## config.mk

```make
export PLATFORM = sky130hd
export DESIGN_NAME = seg_display_driver
export DESIGN_NICKNAME = d
export VERILOG_FILES = /design/src/rtl/seg_pkg.sv /design/src/rtl/seg7_encode.sv /design/src/rtl/seg_display_driver.sv
export SDC_FILE = /design/constraint.sdc
export NUM_CORES = 1
export LEC_CHECK = 0
export CORE_UTILIZATION = 35
export DETAILED_ROUTE_END_ITERATION = 10
export GPL_TIMING_DRIVEN = 0
export PLACE_DENSITY = 0.62
export SYNTH_ARGS = -nofsm -noshare
export SYNTH_HDL_FRONTEND = slang
export SYNTH_SLANG_ARGS = --single-unit
```

## constraint.sdc

```tcl
create_clock -name clk -period 6.88 [get_ports clk]
set_input_delay 0.688 -clock clk [delete_from_list [all_inputs] [get_ports clk]]
set_output_delay 0.688 -clock clk [all_outputs]
set_load 0.02 [all_outputs]
```

## src/rtl/seg_pkg.sv

```systemverilog
// -----------------------------------------------------------------------------
// seg_pkg
// Shared definitions for the seven-segment display driver: controller state
// encoding, sizing constants, active-high gfedcba segment codes, the "Err"
// pattern and the double-dabble nibble adjust helper.
// -----------------------------------------------------------------------------
package seg_pkg;

   typedef enum logic [1:0] {
      IDLE,
      CONVERT,
      DONE
   } state_t;

   localparam int DIGITS      = 5;
   localparam int MAX_DISPLAY = 99999;
   localparam int ITER        = 17;
   localparam int VALUE_W     = 17;
   localparam int BCD_W       = 4 * DIGITS;
   localparam int SEG_W       = 7;
   localparam int CNT_W       = 5;

   localparam logic [SEG_W-1:0] SEG_0     = 7'h3F;
   localparam logic [SEG_W-1:0] SEG_1     = 7'h06;
   localparam logic [SEG_W-1:0] SEG_2     = 7'h5B;
   localparam logic [SEG_W-1:0] SEG_3     = 7'h4F;
   localparam logic [SEG_W-1:0] SEG_4     = 7'h66;
   localparam logic [SEG_W-1:0] SEG_5     = 7'h6D;
   localparam logic [SEG_W-1:0] SEG_6     = 7'h7D;
   localparam logic [SEG_W-1:0] SEG_7     = 7'h07;
   localparam logic [SEG_W-1:0] SEG_8     = 7'h7F;
   localparam logic [SEG_W-1:0] SEG_9     = 7'h6F;
   localparam logic [SEG_W-1:0] SEG_BLANK = 7'h00;
   localparam logic [SEG_W-1:0] SEG_E     = 7'h79;
   localparam logic [SEG_W-1:0] SEG_R     = 7'h50;

   // digit4..digit0 = "E r r _ _"
   localparam logic [DIGITS*SEG_W-1:0] ERR_PATTERN =
      {SEG_E, SEG_R, SEG_R, SEG_BLANK, SEG_BLANK};

   // Double-dabble correction step: any nibble >= 5 gets +3 so that the
   // following left shift carries correctly into the next decimal digit.
   function automatic logic [BCD_W-1:0] bcd_adjust(input logic [BCD_W-1:0] bcd);
      logic [BCD_W-1:0] r;
      r = bcd;
      for (int i = 0; i < DIGITS; i++) begin
         if (r[i*4 +: 4] >= 4'd5) r[i*4 +: 4] = r[i*4 +: 4] + 4'd3;
      end
      return r;
   endfunction

endpackage

```

## src/rtl/seg7_encode.sv

```systemverilog
// -----------------------------------------------------------------------------
// seg7_encode
// Combinational BCD digit to active-high gfedcba segment decoder.
// Ports:
//   bcd   in  4  BCD digit (10..15 decode to blank)
//   blank in  1  force the digit dark
//   seg   out 7  segment code, bit0 = a ... bit6 = g
// -----------------------------------------------------------------------------
module seg7_encode
   import seg_pkg::*;
(
   input  logic [3:0]       bcd,
   input  logic             blank,
   output logic [SEG_W-1:0] seg
);

   // NOTE: assign a default before the case so every path drives seg and no latch is inferred.
   always_comb begin
      seg = SEG_BLANK;
      if (!blank) begin
         case (bcd)
            4'd0:    seg = SEG_0;
            4'd1:    seg = SEG_1;
            4'd2:    seg = SEG_2;
            4'd3:    seg = SEG_3;
            4'd4:    seg = SEG_4;
            4'd5:    seg = SEG_5;
            4'd6:    seg = SEG_6;
            4'd7:    seg = SEG_7;
            4'd8:    seg = SEG_8;
            4'd9:    seg = SEG_9;
            default: seg = SEG_BLANK;
         endcase
      end
   end

endmodule

```

## src/rtl/seg_display_driver.sv

```systemverilog
// -----------------------------------------------------------------------------
// seg_display_driver
// Converts a 17-bit binary total to five seven-segment digits using a
// sequential double-dabble (17 adjust-and-shift iterations), with optional
// leading-zero suppression and an "Err" pattern for errors or values > 99999.
// Ports:
//   clk      in  1   rising-edge clock
//   reset    in  1   asynchronous, active-high reset
//   load     in  1   strobe: convert value/err_in (accepted only when ready)
//   value    in  17  unsigned binary total
//   err_in   in  1   error flag from the execution stage
//   ready    out 1   idle and able to accept load
//   valid    out 1   one-cycle pulse after seg_out is updated
//   seg_out  out 35  digit4 [34:28] ... digit0 [6:0]
//   overflow out 1   displayed pattern is the error pattern
// Parameter:
//   BLANK_LZ 1 = blank leading zeros, 0 = show all five digits
// -----------------------------------------------------------------------------
module seg_display_driver
   import seg_pkg::*;
#(
   parameter bit BLANK_LZ = 1'b1
) (
   input  logic                    clk,
   input  logic                    reset,
   input  logic                    load,
   input  logic [VALUE_W-1:0]      value,
   input  logic                    err_in,
   output logic                    ready,
   output logic                    valid,
   output logic [DIGITS*SEG_W-1:0] seg_out,
   output logic                    overflow
);

   state_t                    state;
   state_t                    state_next;
   logic [CNT_W-1:0]          cnt;
   logic [BCD_W-1:0]          bcd;
   logic [BCD_W-1:0]          bcd_adj;
   logic [VALUE_W-1:0]        bin;
   logic                      err_q;
   logic                      range_q;
   logic [DIGITS-1:0]         blank;
   logic                      lead;
   logic [DIGITS*SEG_W-1:0]   seg_enc;

   // ---------------------------------------------------------------- FSM
   // NOTE: sequential state uses non-blocking assignments so every flop samples pre-edge values.
   always_ff @(posedge clk or posedge reset) begin
      if (reset) state <= IDLE;
      else       state <= state_next;
   end

   always_comb begin
      state_next = state;
      case (state)
         IDLE:    if (load) state_next = CONVERT;
         CONVERT: if (cnt == CNT_W'(1)) state_next = DONE;
         DONE:    state_next = IDLE;
         default: state_next = IDLE;
      endcase
   end

   assign ready = (state == IDLE);

   // ----------------------------------------------------------- datapath
   assign bcd_adj = bcd_adjust(bcd);

   // NOTE: every register here, including the display register, is reset so an abort leaves a known blank display.
   always_ff @(posedge clk or posedge reset) begin
      if (reset) begin
         cnt      <= '0;
         bcd      <= '0;
         bin      <= '0;
         err_q    <= 1'b0;
         range_q  <= 1'b0;
         seg_out  <= '0;
         overflow <= 1'b0;
         valid    <= 1'b0;
      end else begin
         valid <= 1'b0;
         case (state)
            IDLE: begin
               if (load) begin
                  bin     <= value;
                  err_q   <= err_in;
                  range_q <= (value > VALUE_W'(MAX_DISPLAY));
                  bcd     <= '0;
                  cnt     <= CNT_W'(ITER);
               end
            end
            CONVERT: begin
               // Bits shifted out past bcd[19] are dropped; out-of-range
               // values are shown as "Err" regardless.
               {bcd, bin} <= {bcd_adj, bin} << 1;
               cnt        <= cnt - CNT_W'(1);
            end
            DONE: begin
               seg_out  <= (err_q || range_q) ? ERR_PATTERN : seg_enc;
               overflow <= err_q || range_q;
               valid    <= 1'b1;
            end
            default: ;
         endcase
      end
   end

   // Leading-zero blanking: walk down from digit4 while digits are zero.
   // digit0 is never blanked so a zero total still shows "0".
   always_comb begin
      blank = '0;
      lead  = 1'b1;
      for (int i = DIGITS - 1; i > 0; i--) begin
         if (BLANK_LZ && lead && (bcd[i*4 +: 4] == 4'd0)) blank[i] = 1'b1;
         else                                              lead     = 1'b0;
      end
   end

   for (genvar g = 0; g < DIGITS; g++) begin : g_enc
      seg7_encode u_enc (
         .bcd   (bcd[g*4 +: 4]),
         .blank (blank[g]),
         .seg   (seg_enc[g*SEG_W +: SEG_W])
      );
   end

endmodule
```

==> flow_metrics.py, run 1 <==
metrics = {
    "status": {
        "outcome": "finished clean",
    },
    "power_and_ir_drop": {
        "combPwrFrac": 0.489,
        "power_switching_share": 0.416,
        "p_leak_nw": 2.43,
        "power.net_switching_mw": 1.11,
        "power_density_nw_per_um2": 484,
        "intPower_mw": 1.56,
        "peakVddDrop_v": 0.000158,
        "pwr-share-clk": 0.184,
        "pwr-share-seq": 0.327,
    },
    "global_routing": {
        "grt_antenna_before_repair": 0,
        "grt_overflow": 0,
        "grt_pass1_vias": 3590,
        "grt_pass1_wl_um": 17200,
        "grt.total_usage": 0.169,
        "grt_max_degree": 63,
    },
    "floorplan": {
        "die_x_um": 114,
        "fp-row-count": 40,
        "die_h_um": 114,
        "boundaryPins": 59,
        "initial_core_util": 0.363,
        "core_um2": 12100,
        "die-area_um2": 13000,
    },
    "critical_path": {
        "max_stage_delay_ns": 0.63,
        "worst_ep_required_time_ns": 6.19,
        "worstPathCellList": "nor2_1, clkdlybuf4s50_1",
        "crit_type": "reg -> out",
        "cp-startpoint": "state[0]$_DFFE_PP0P_",
        "crit_slowest_cell": "clkdlybuf4s50_1",
        "end_kind": "output pin",
        "worstPathArrival_ns": 1.61,
        "rr_startpoint": "bcd[16]$_DFFE_PP0P_",
        "start_kind": "flip-flop",
        "worst-path-max-fanout": 8,
    },
    "logic_synthesis": {
        "ys_top_cells_by_area": "dfrtp_1 (47%), ha_1 (7.7%), nand2_1 (6.6%)",
        "yosys_warnings": 0,
        "ys_ff_latch": 83,
        "synth-edff-count": 0,
        "avgSynthCellArea_um2": 9.28,
        "ys_seq_area_frac": 0.472,
        "synth_ff_type": "dfrtp_1",
        "ys_async_sr_fraction": 1.00,
        "yosysUniqueCellTypes": 49,
        "synth_top_area_share": 0.472,
        "synth_area_um2": 4400,
        "synthCells": 474,
        "synth.net_count": 522,
        "yosysTopAreaCell": "dfrtp_1",
    },
    "detailed_routing": {
        "viasPerCell": 5.01,
        "drt_iter0_markers": 226,
        "drc_errors": 0,
        "wl_per_cell_um": 13.8,
        "num_vias": 3591,
        "drt_first_pass_iters": 4,
        "final_antenna_net_count": 0,
        "routed_wl_um": 9910,
    },
    "cells_and_area": {
        "fin_nets": 592,
        "antenna_cells": 0,
        "final_cell_mix": "dfrtp_1 (83), nand2_1 (77), clkdlybuf4s50_1 (58)",
        "drive_gt1_frac": 0.0656,
        "final_common_cell": "dfrtp_1",
        "area_growth_pct": 25.6,
    },
    "job": {
        "maxCapViolations": 0,
    },
    "sta": {
        "setup_slack_ns": 4.59,
        "holdWs_ns": 0.478,
        "period_minus_slack_ns": 2.29,
        "tns_ns": 0,
        "finalHoldViolations": 0,
        "drv_slew": 0,
        "skew_ns": 0.00544,
        "tightest_slew_ns": 1.09,
        "rsz0062_at_grt": "no",
        "finalCritPeriodShare": 0.333,
        "max-slew-margin-rel": 0.271,
        "fmax_mhz": 436,
        "setup_viol": 0,
    },
    "place": {
        "gp_congestion": 0.816,
        "pre_cts_ws_ns": 4.29,
        "hpwl_um": 7220,
        "port-buffer-count": 58,
    },
    "min_path": {
        "hp-class": "reg -> reg",
        "worstHoldStart": "seg_out[1]$_DFFE_PP0P_",
    },
    "cts": {
        "cts_sinks": 83,
        "clkLatencyLatePin_ns": 0.35,
        "clkTransAtPathRegs_ns": 0.06,
        "cts_buffers": 9,
        "ctsHoldBuffers": 0,
        "cts_resized": 0,
        "cts_root_buf": "clkbuf_16",
        "cts_max_level": 3,
        "cts_buffer_depth": 2,
        "post_cts_buffers": 0,
        "cts_tree": "done",
    },
}
==> metal layers <==
layer	track usage	vias up	wire [um]
li1	-	1777	-
met1	0.219	1709	4670
met2	0.274	91	4610
met3	0.0365	14	387
met4	0.0762	0	238
met5	0	-	0
==> final timing paths <==
path / endpoint / slack [ns] / cells after the start
min in group asynchronous: seg_out[7]$_DFFE_PP0P_ / 0.65 / 2
worst max register to register: seg_out[13]$_DFFE_PP0P_ / 4.83 / 6
worst min register to register: seg_out[1]$_DFFE_PP0P_ / 0.48 / 1
worst min-delay path: seg_out[1]$_DFFE_PP0P_ / 0.48 / 1
worst max-delay path: ready / 4.59 / 2
max in group asynchronous: bin[2]$_DFFE_PP0P_ / 5.65 / 3
==> cells in the mapped netlist (all sizes together) (7+ instances only) <==
library cell and instances:
dfrtp 83, buf 7, ha 27, inv 23, nand2b 16, o21ai 50, a21oi 29, nand3 20
o31ai 7, nand2 77, clkbuf 20, nor3 7, a22oi 17, nor2 28
==> cell type report <==
class,count,area (um^2)
clock inverters,6,65.1
clock buffers,10,239
fillers,1211,6590
flip-flops and latches,83,2080
repair buffers,59,608
plain buffers,27,123
multi-input cells,341,2110
inverters,23,88.8
well taps,168,210
==> critical path: cells and delay by family (launching register included) <==
kind | cells | cell delay (ns)
buffers and inverters | 1 | 0.63
flip-flops | 1 | 0.45
AND/OR/NAND/NOR | 1 | 0.18
==> registers in the layout (all words and copies together), names as in the netlist <==
name,count
cnt,5
bcd,20
err_q,1
state,2
seg_out,35
valid,1
bin,17
overflow,1
range_q,1
==> kinds of logic (layout without fill, tap and decap cells) <==
logic type | after synthesis | in the layout | synth area share
and+or+nand+nor | 171 | 171 | 0.192
AOI/OAI and AO/OA | 129 | 129 | 0.181
DFF | 83 | 83 | 0.472
buffers and inverters | 50 | 125 | 0.0475
adders and majority gates | 27 | 27 | 0.0768
xor gates and xnor gates | 8 | 8 | 0.0159
muxes | 6 | 6 | 0.0145
==> power groups by stage <==
stage                     clock network, mW  logic [mW]  registers [mW]
after detailed placement                  0        1.32           0.882
after floorplan                           0       0.802           0.953
final                                 0.491        1.31           0.873
after global routing                  0.527        1.48           0.908
after global placement                    0        1.28           0.873
after CTS                             0.505        1.32           0.874
==> through the flow <==
| stage | total power [mW] | cell area [um^2] | cells | utilization |
|---|---|---|---|---|
| finish | 2.67 | 5520 | 717 | 0.456 |
| global route | 2.91 | 5520 | 717 | 0.456 |
| CTS | 2.70 | 5520 | 717 | 0.456 |
| detailed placement | 2.20 | 5220 | 701 | 0.431 |
| global placement | 2.16 | 5190 | 700 | 0.429 |
| floorplan | 1.76 | 4400 | 474 | - |
Note: power is estimated with default switching activity, not from simulation.
==> run 2, diff against run 1 <==
PLACE_DENSITY = 0.64   (was 0.62)
clock period = 1.9 ns   (was 6.88 ns; I/O delays follow)
==> run 2 against run 1 <==
Compared with the run above:
- sequential power increased to 3.6 times the previous value
- critical path type unchanged
- global-route usage increased by 0.12 points
- combinational power increased to 3.8 times the previous value
- register-to-register slack got worse by 4.7 ns
- final area increased by 1.5%
- via count increased by 2.7%
- utilization increased by 0.67 points
- power increased to 3.6 times the previous value
- wire length increased by 1.7%
- largest cell class unchanged
- non-clock buffer count increased by 10
- worst setup slack got worse by 4.5 ns
- count of clock-buffer cells in the layout increased by 3
==> flow_metrics.py, run 2 (same netlist as run 1, synthesis figures left out) <==
metrics = {
    "status": {
        "outcome": "finished clean",
    },
    "floorplan": {
        "die_h_um": 114,
        "die_x_um": 114,
        "boundaryPins": 59,
        "core_um2": 12100,
        "initial_core_util": 0.363,
        "die-area_um2": 13000,
        "fp-row-count": 40,
    },
    "power_and_ir_drop": {
        "pwr-share-seq": 0.329,
        "combPwrFrac": 0.513,
        "peakVddDrop_v": 0.000607,
        "intPower_mw": 5.65,
        "power_switching_share": 0.416,
        "power_density_nw_per_um2": 1730,
        "power.net_switching_mw": 4.02,
        "p_leak_nw": 2.48,
        "pwr-share-clk": 0.158,
    },
    "cells_and_area": {
        "nFillCells": 1192,
        "final_cells": 724,
        "largest_reg_flops": 35,
        "area_growth_pct": 27.4,
        "fin_util": 0.463,
        "final_common_cell": "dfrtp_1",
        "final_cell_mix": "dfrtp_1 (83), nand2_1 (77), clkdlybuf4s50_1 (58)",
        "drive_gt1_frac": 0.0953,
        "fin_nets": 602,
        "postLayoutCellArea_um2": 5610,
        "antenna_cells": 0,
        "seqCellArea_um2": 2080,
        "largest_register": "seg_out",
        "multiInputGateArea_um2": 2160,
        "top_regs": "seg_out x35, bcd x20, bin x17",
    },
    "job": {
        "maxCapViolations": 0,
    },
    "cts": {
        "cts_buffer_depth": 2,
        "ctsHoldBuffers": 0,
        "cts_max_level": 3,
        "cts_root_buf": "clkbuf_16",
        "cts_sinks": 83,
        "clkTransAtPathRegs_ns": 0.06,
        "cts_tree": "done",
        "clkLatencyLatePin_ns": 0.33,
        "cts_buffers": 9,
    },
    "place": {
        "place_area_um2": 5230,
        "gp_congestion": 0.828,
        "placedCellCount": 702,
        "hpwl_um": 7270,
        "pre_cts_ws_ns": -0.241,
        "port-buffer-count": 58,
    },
    "detailed_routing": {
        "final_antenna_net_count": 0,
        "num_vias": 3689,
        "routed.top_layer": "met4",
        "drc_errors": 0,
        "drt_first_pass_iters": 4,
        "met2_length_um": 4650,
        "routed_wl_um": 10100,
        "viasPerCell": 5.10,
        "wl_met1_um": 4720,
        "wl_per_cell_um": 13.9,
        "met3_length_um": 338,
        "drt_iter0_markers": 207,
    },
    "sta": {
        "fmax_mhz": 547,
        "max-slew-margin-rel": 0.647,
        "finalCritPeriodShare": 0.962,
        "setup_slack_ns": 0.0717,
        "drv_slew": 0,
        "rsz0062_at_grt": "yes",
        "finalHoldViolations": 0,
        "skew_ns": 0.00403,
        "tightest_slew_ns": 0.529,
        "period_minus_slack_ns": 1.83,
        "setup_viol": 0,
    },
    "global_routing": {
        "grt_overflow": 0,
        "grt_pass1_wl_um": 17500,
        "grt.total_usage": 0.171,
        "grt_pass1_vias": 3652,
        "grt_antenna_before_repair": 0,
        "grt_max_degree": 35,
    },
    "critical_path": {
        "end_kind": "output pin",
        "worstPathArrival_ns": 1.64,
        "start_kind": "flip-flop",
        "crit_type": "reg -> out",
        "worst_ep_required_time_ns": 1.71,
        "worst-path-max-fanout": 8,
    },
    "min_path": {
        "hp-class": "in -> async",
    },
}
==> run 2: changes by cell type in the layout (fill, tap and decap cells not counted), moves of 2 or more <==
cell,before,now
clkinvlp_4,4,1
a21oi_2,0,5
inv_1,22,19
buf_12,0,2
clkbuf_2,0,2
buf_4,0,8
inv_2,0,3
a21oi_1,29,24
==> run 2: worst paths after layout <==
path                       slack, ns  depth (start not counted)                      end            startpoint
setup / recovery                0.07                          2                    ready  state[0]$_DFFE_PP0P_
hold / removal                  0.24                          2     overflow$_DFFE_PP0P_                 reset
setup reg to reg                0.09                          7  seg_out[10]$_DFFE_PP0P_   bcd[12]$_DFFE_PP0P_
hold reg to reg                 0.48                          2      bin[15]$_DFFE_PP0P_   bin[15]$_DFFE_PP0P_
max in group asynchronous       1.13                          3      bin[10]$_DFFE_PP0P_                 reset
min in group clk                0.40                          3       bin[0]$_DFFE_PP0P_              value[0]
==> run 2: metrics by stage <==
| stage | power, mW | TNS, ns | hold slack [ns] |
|---|---|---|---|
| 2_1_floorplan | 6.36 | 0 | 0.295 |
| 3_3_place_gp | 7.80 | -18.51 | 0.464 |
| 3_5_place_dp | 7.96 | -4.75 | 0.465 |
| 4_1_cts | 9.63 | 0 | 0.253 |
| 5_1_grt | 10.5 | -0.249 | 0.291 |
| 6_report | 9.68 | 0 | 0.240 |
==> run 2: cell type report <==
type	instances	share of cell area
clock buffers	13	0.0446
inverters	23	0.0161
repair buffers	69	0.123
flip-flops and latches	83	0.371
multi-input cells	341	0.385
well taps	168	0.0375
plain buffers	27	0.0223
==> run 2: worst max-delay path, cell delays in order, from the launching register on <==
cell	delay (ns)
dfrtp_1	0.47
nor2_1	0.18
clkdlybuf4s50_1	0.65
==> run 2: power groups by stage <==
| stage | Sequential [mW] | Clock (mW) | Combinational (mW) |
|---|---|---|---|
| after global routing | 3.30 | 1.65 | 5.59 |
| after CTS | 3.17 | 1.57 | 4.88 |
| after global placement | 3.16 | 0 | 4.64 |
| after floorplan | 3.45 | 0 | 2.91 |
| final | 3.18 | 1.53 | 4.97 |
| after detailed placement | 3.19 | 0 | 4.77 |
==> run 2: timing repair <==
item                       4_1_cts  5_1_grt
gates resized for setup          7       11
pin swaps                        4        7
setup endpoints to repair       26       13
setup buffers                    3        6
==> run 2: layer usage <==
metal	global-route usage	vias up
li1	-	1802
met1	0.219	1787
met2	0.280	75
met3	0.0275	25
met4	0.0848	0
met5	0	-
==> run 3, diff against run 2 <==
ABC_AREA = 1   (was default)
SLEW_MARGIN = 40   (was default)
==> run 3 against run 2 <==
Compared with the run above:
- combinational power decreased by 5.6%
- sequential cell count unchanged
- highest routed layer unchanged
- utilization decreased by 0.35 points
- global-route usage decreased by 0.71 points
- clock power increased by 10%
- largest cell class is now flip-flops and latches
==> flow_metrics.py, run 3 <==
metrics = {
    "logic_synthesis": {
        "synth_most_common_cell": "nand2_1",
        "synth_top_family_by_area": "simple AND/OR/NAND/NOR gates",
        "synth-edff-count": 0,
        "yosys-top-cells-count": "nand2_1 (122), dfrtp_1 (83), inv_1 (63), o21ai_0 (57), nor2_1 (41)",
        "synth_xor_area_frac": 0.00802,
        "yosysTopAreaCell": "dfrtp_1",
        "yosys_warnings": 0,
        "ys_ff_latch": 83,
        "synth_area_um2": 4370,
        "avgSynthCellArea_um2": 8.17,
        "ys_async_sr_fraction": 1.00,
        "ys_top_cells_by_area": "dfrtp_1 (48%), nand2_1 (10%), ha_1 (7.7%)",
        "synth_compound_area_frac": 0.148,
        "ys_seq_area_frac": 0.475,
        "synth-simple-area-share": 0.206,
        "synthMuxAreaShare": 0,
        "yosysUniqueCellTypes": 27,
        "synth.net_count": 583,
        "synth_top_area_share": 0.475,
        "synth-adder-area-share": 0.0773,
        "synth_ff_type": "dfrtp_1",
        "synthCells": 535,
    },
    "cts": {
        "clkLatencyLatePin_ns": 0.34,
        "cts_buffers": 9,
        "post_cts_buffers": 0,
        "cts_sinks": 83,
        "cts_max_level": 3,
        "clkTransAtPathRegs_ns": 0.06,
        "cts_tree": "done",
        "cts_root_buf": "clkbuf_16",
        "cts_buffer_depth": 2,
    },
    "global_routing": {
        "grt_pass1_vias": 3586,
        "grt_pass1_wl_um": 16700,
        "grt.total_usage": 0.164,
        "grt_antenna_before_repair": 0,
        "grt_max_degree": 26,
        "grt_overflow": 0,
    },
    "cells_and_area": {
        "fin_util": 0.459,
        "seqCellArea_um2": 2080,
        "top_regs": "seg_out x35, bcd x20, bin x17",
        "antenna_cells": 0,
        "area_growth_pct": 27.3,
        "nFillCells": 1196,
        "final_cell_mix": "nand2_1 (122), dfrtp_1 (83), inv_1 (62)",
        "multiInputGateArea_um2": 1920,
        "largest_register": "seg_out",
        "drive_gt1_frac": 0.0865,
        "fin_nets": 656,
        "final_common_cell": "nand2_1",
        "largest_reg_flops": 35,
    },
    "power_and_ir_drop": {
        "peakVddDrop_v": 0.000613,
        "total_power_mw": 9.38,
        "pwr-share-seq": 0.320,
        "p_leak_nw": 2.72,
        "power.net_switching_mw": 3.98,
        "combPwrFrac": 0.500,
        "power_density_nw_per_um2": 1690,
        "intPower_mw": 5.40,
        "pwr-share-clk": 0.181,
        "power_switching_share": 0.424,
    },
    "floorplan": {
        "fp-row-count": 40,
        "die_h_um": 114,
        "die_x_um": 114,
        "die-area_um2": 12900,
        "core_um2": 12100,
        "boundaryPins": 59,
        "initial_core_util": 0.361,
    },
    "detailed_routing": {
        "wl_per_cell_um": 12.4,
        "met2_length_um": 4420,
        "routed.top_layer": "met4",
        "viasPerCell": 4.74,
        "met3_length_um": 408,
        "num_vias": 3703,
        "wl_met1_um": 4700,
        "routed_wl_um": 9670,
        "drt_iter0_markers": 184,
        "drc_errors": 0,
        "drt_first_pass_iters": 4,
        "final_antenna_net_count": 0,
    },
    "sta": {
        "finalCritPeriodShare": 0.945,
        "setup_slack_ns": 0.105,
        "tightest_slew_ns": 0.490,
        "finalHoldViolations": 0,
        "tns_ns": 0,
        "period_minus_slack_ns": 1.80,
        "rsz0062_at_grt": "no",
        "max-slew-margin-rel": 0.673,
        "skew_ns": 0.00565,
        "drv_slew": 0,
        "setup_viol": 0,
        "fmax_mhz": 557,
        "holdWs_ns": 0.216,
    },
    "critical_path": {
        "crit_type": "reg -> out",
        "worst-path-max-fanout": 3,
        "worstPathCellList": "nor2_2, clkdlybuf4s50_1",
        "worstPathArrival_ns": 1.61,
        "worst_ep_required_time_ns": 1.71,
        "r2r_setup_slack_ns": 0.25,
        "crit_slowest_cell": "clkdlybuf4s50_1",
        "max_stage_delay_ns": 0.64,
        "end_kind": "output pin",
        "crit_buf_inv": 1,
        "cp_top_family": "buffers and inverters",
        "start_kind": "flip-flop",
    },
    "place": {
        "port-buffer-count": 58,
        "pre_cts_ws_ns": 0.198,
        "hpwl_um": 7340,
        "gp_congestion": 0.815,
    },
    "job": {
        "maxCapViolations": 0,
    },
    "min_path": {
        "hp-class": "in -> async",
    },
    "status": {
        "outcome": "finished clean",
    },
}
-- run 3: cell count changes in the layout (fill, tap and decap cells not counted), sizes merged, moves of 7 or more --
cell / before / now
nand2: 77 / 127
nor2: 28 / 43
o22ai: 5 / 22
clkbuf: 33 / 17
a22oi: 17 / 0
o21ai: 50 / 57
a21oi: 29 / 38
nand3: 20 / 30
o31ai: 7 / 0
inv: 22 / 67
nand2b: 16 / 0
-- run 3: layout make-up --
cell class | instances | area share
repair buffers | 62 | 0.123
clock buffers | 15 | 0.0517
clock inverters | 1 | 0.000900
plain buffers | 19 | 0.0207
flip-flops and latches | 83 | 0.373
inverters | 68 | 0.0470
multi-input cells | 365 | 0.346
well taps | 168 | 0.0378
-- run 3: final timing paths --
path	start	end	cells past startpoint
setup / recovery	state[1]$_DFFE_PP0P_	ready	2
hold reg to reg	seg_out[10]$_DFFE_PP0P_	seg_out[10]$_DFFE_PP0P_	2
hold / removal	reset	bin[11]$_DFFE_PP0P_	3
max in group asynchronous	reset	seg_out[0]$_DFFE_PP0P_	5
setup reg to reg	bcd[13]$_DFFE_PP0P_	seg_out[10]$_DFFE_PP0P_	7
min in group clk	err_in	err_q$_DFFE_PP0P_	3
-- run 3: routing by layer --
layer | vias to the layer above | track usage
met5 | - | 0
met4 | 0 | 0.0693
met3 | 10 | 0.0308
met2 | 73 | 0.259
met1 | 1733 | 0.220
li1 | 1887 | -
-- run 3: power groups by stage --
| stage | combinational, mW | clock, mW | sequential [mW] |
|---|---|---|---|
| CTS | 4.71 | 1.75 | 3.00 |
| global placement | 4.55 | 0 | 3.00 |
| detailed placement | 4.68 | 0 | 3.03 |
| finish | 4.69 | 1.69 | 3.00 |
| floorplan | 3.02 | 0 | 3.22 |
| global route | 5.39 | 1.81 | 3.09 |
-- run 3: cell families (layout without fill, tap and decap cells) --
kind of cell               Yosys count  after routing
xor gates and xnor gates             4              4
AOI/OAI and AO/OA                  121            121
adders and majority gates           27             27
DFF                                 83             83
buffers and inverters               87            165
and+or+nand+nor                    213            213
-- run 3: stage by stage --
stage               cell area, um^2  cells
finish                         5560    781
floorplan                      4370    535
global placement               5160    761
detailed placement             5270    765
global route                   5560    781
CTS                            5560    781
-- run 3: worst register-to-register path, cell delays in order, from the launching register on --
cell     delay (ns)
dfrtp_1        0.43
inv_1          0.16
ha_1           0.16
nand2_1        0.08
nor2_1         0.26
nand4_2        0.26
nand2_1        0.13
nand2_1        0.05
-- run 3: repair_timing --
action / in CTS / in global routing
hold buffers: 0 / 0
resized for setup: 0 / 1
endpoints found under the setup margin: 0 / 5
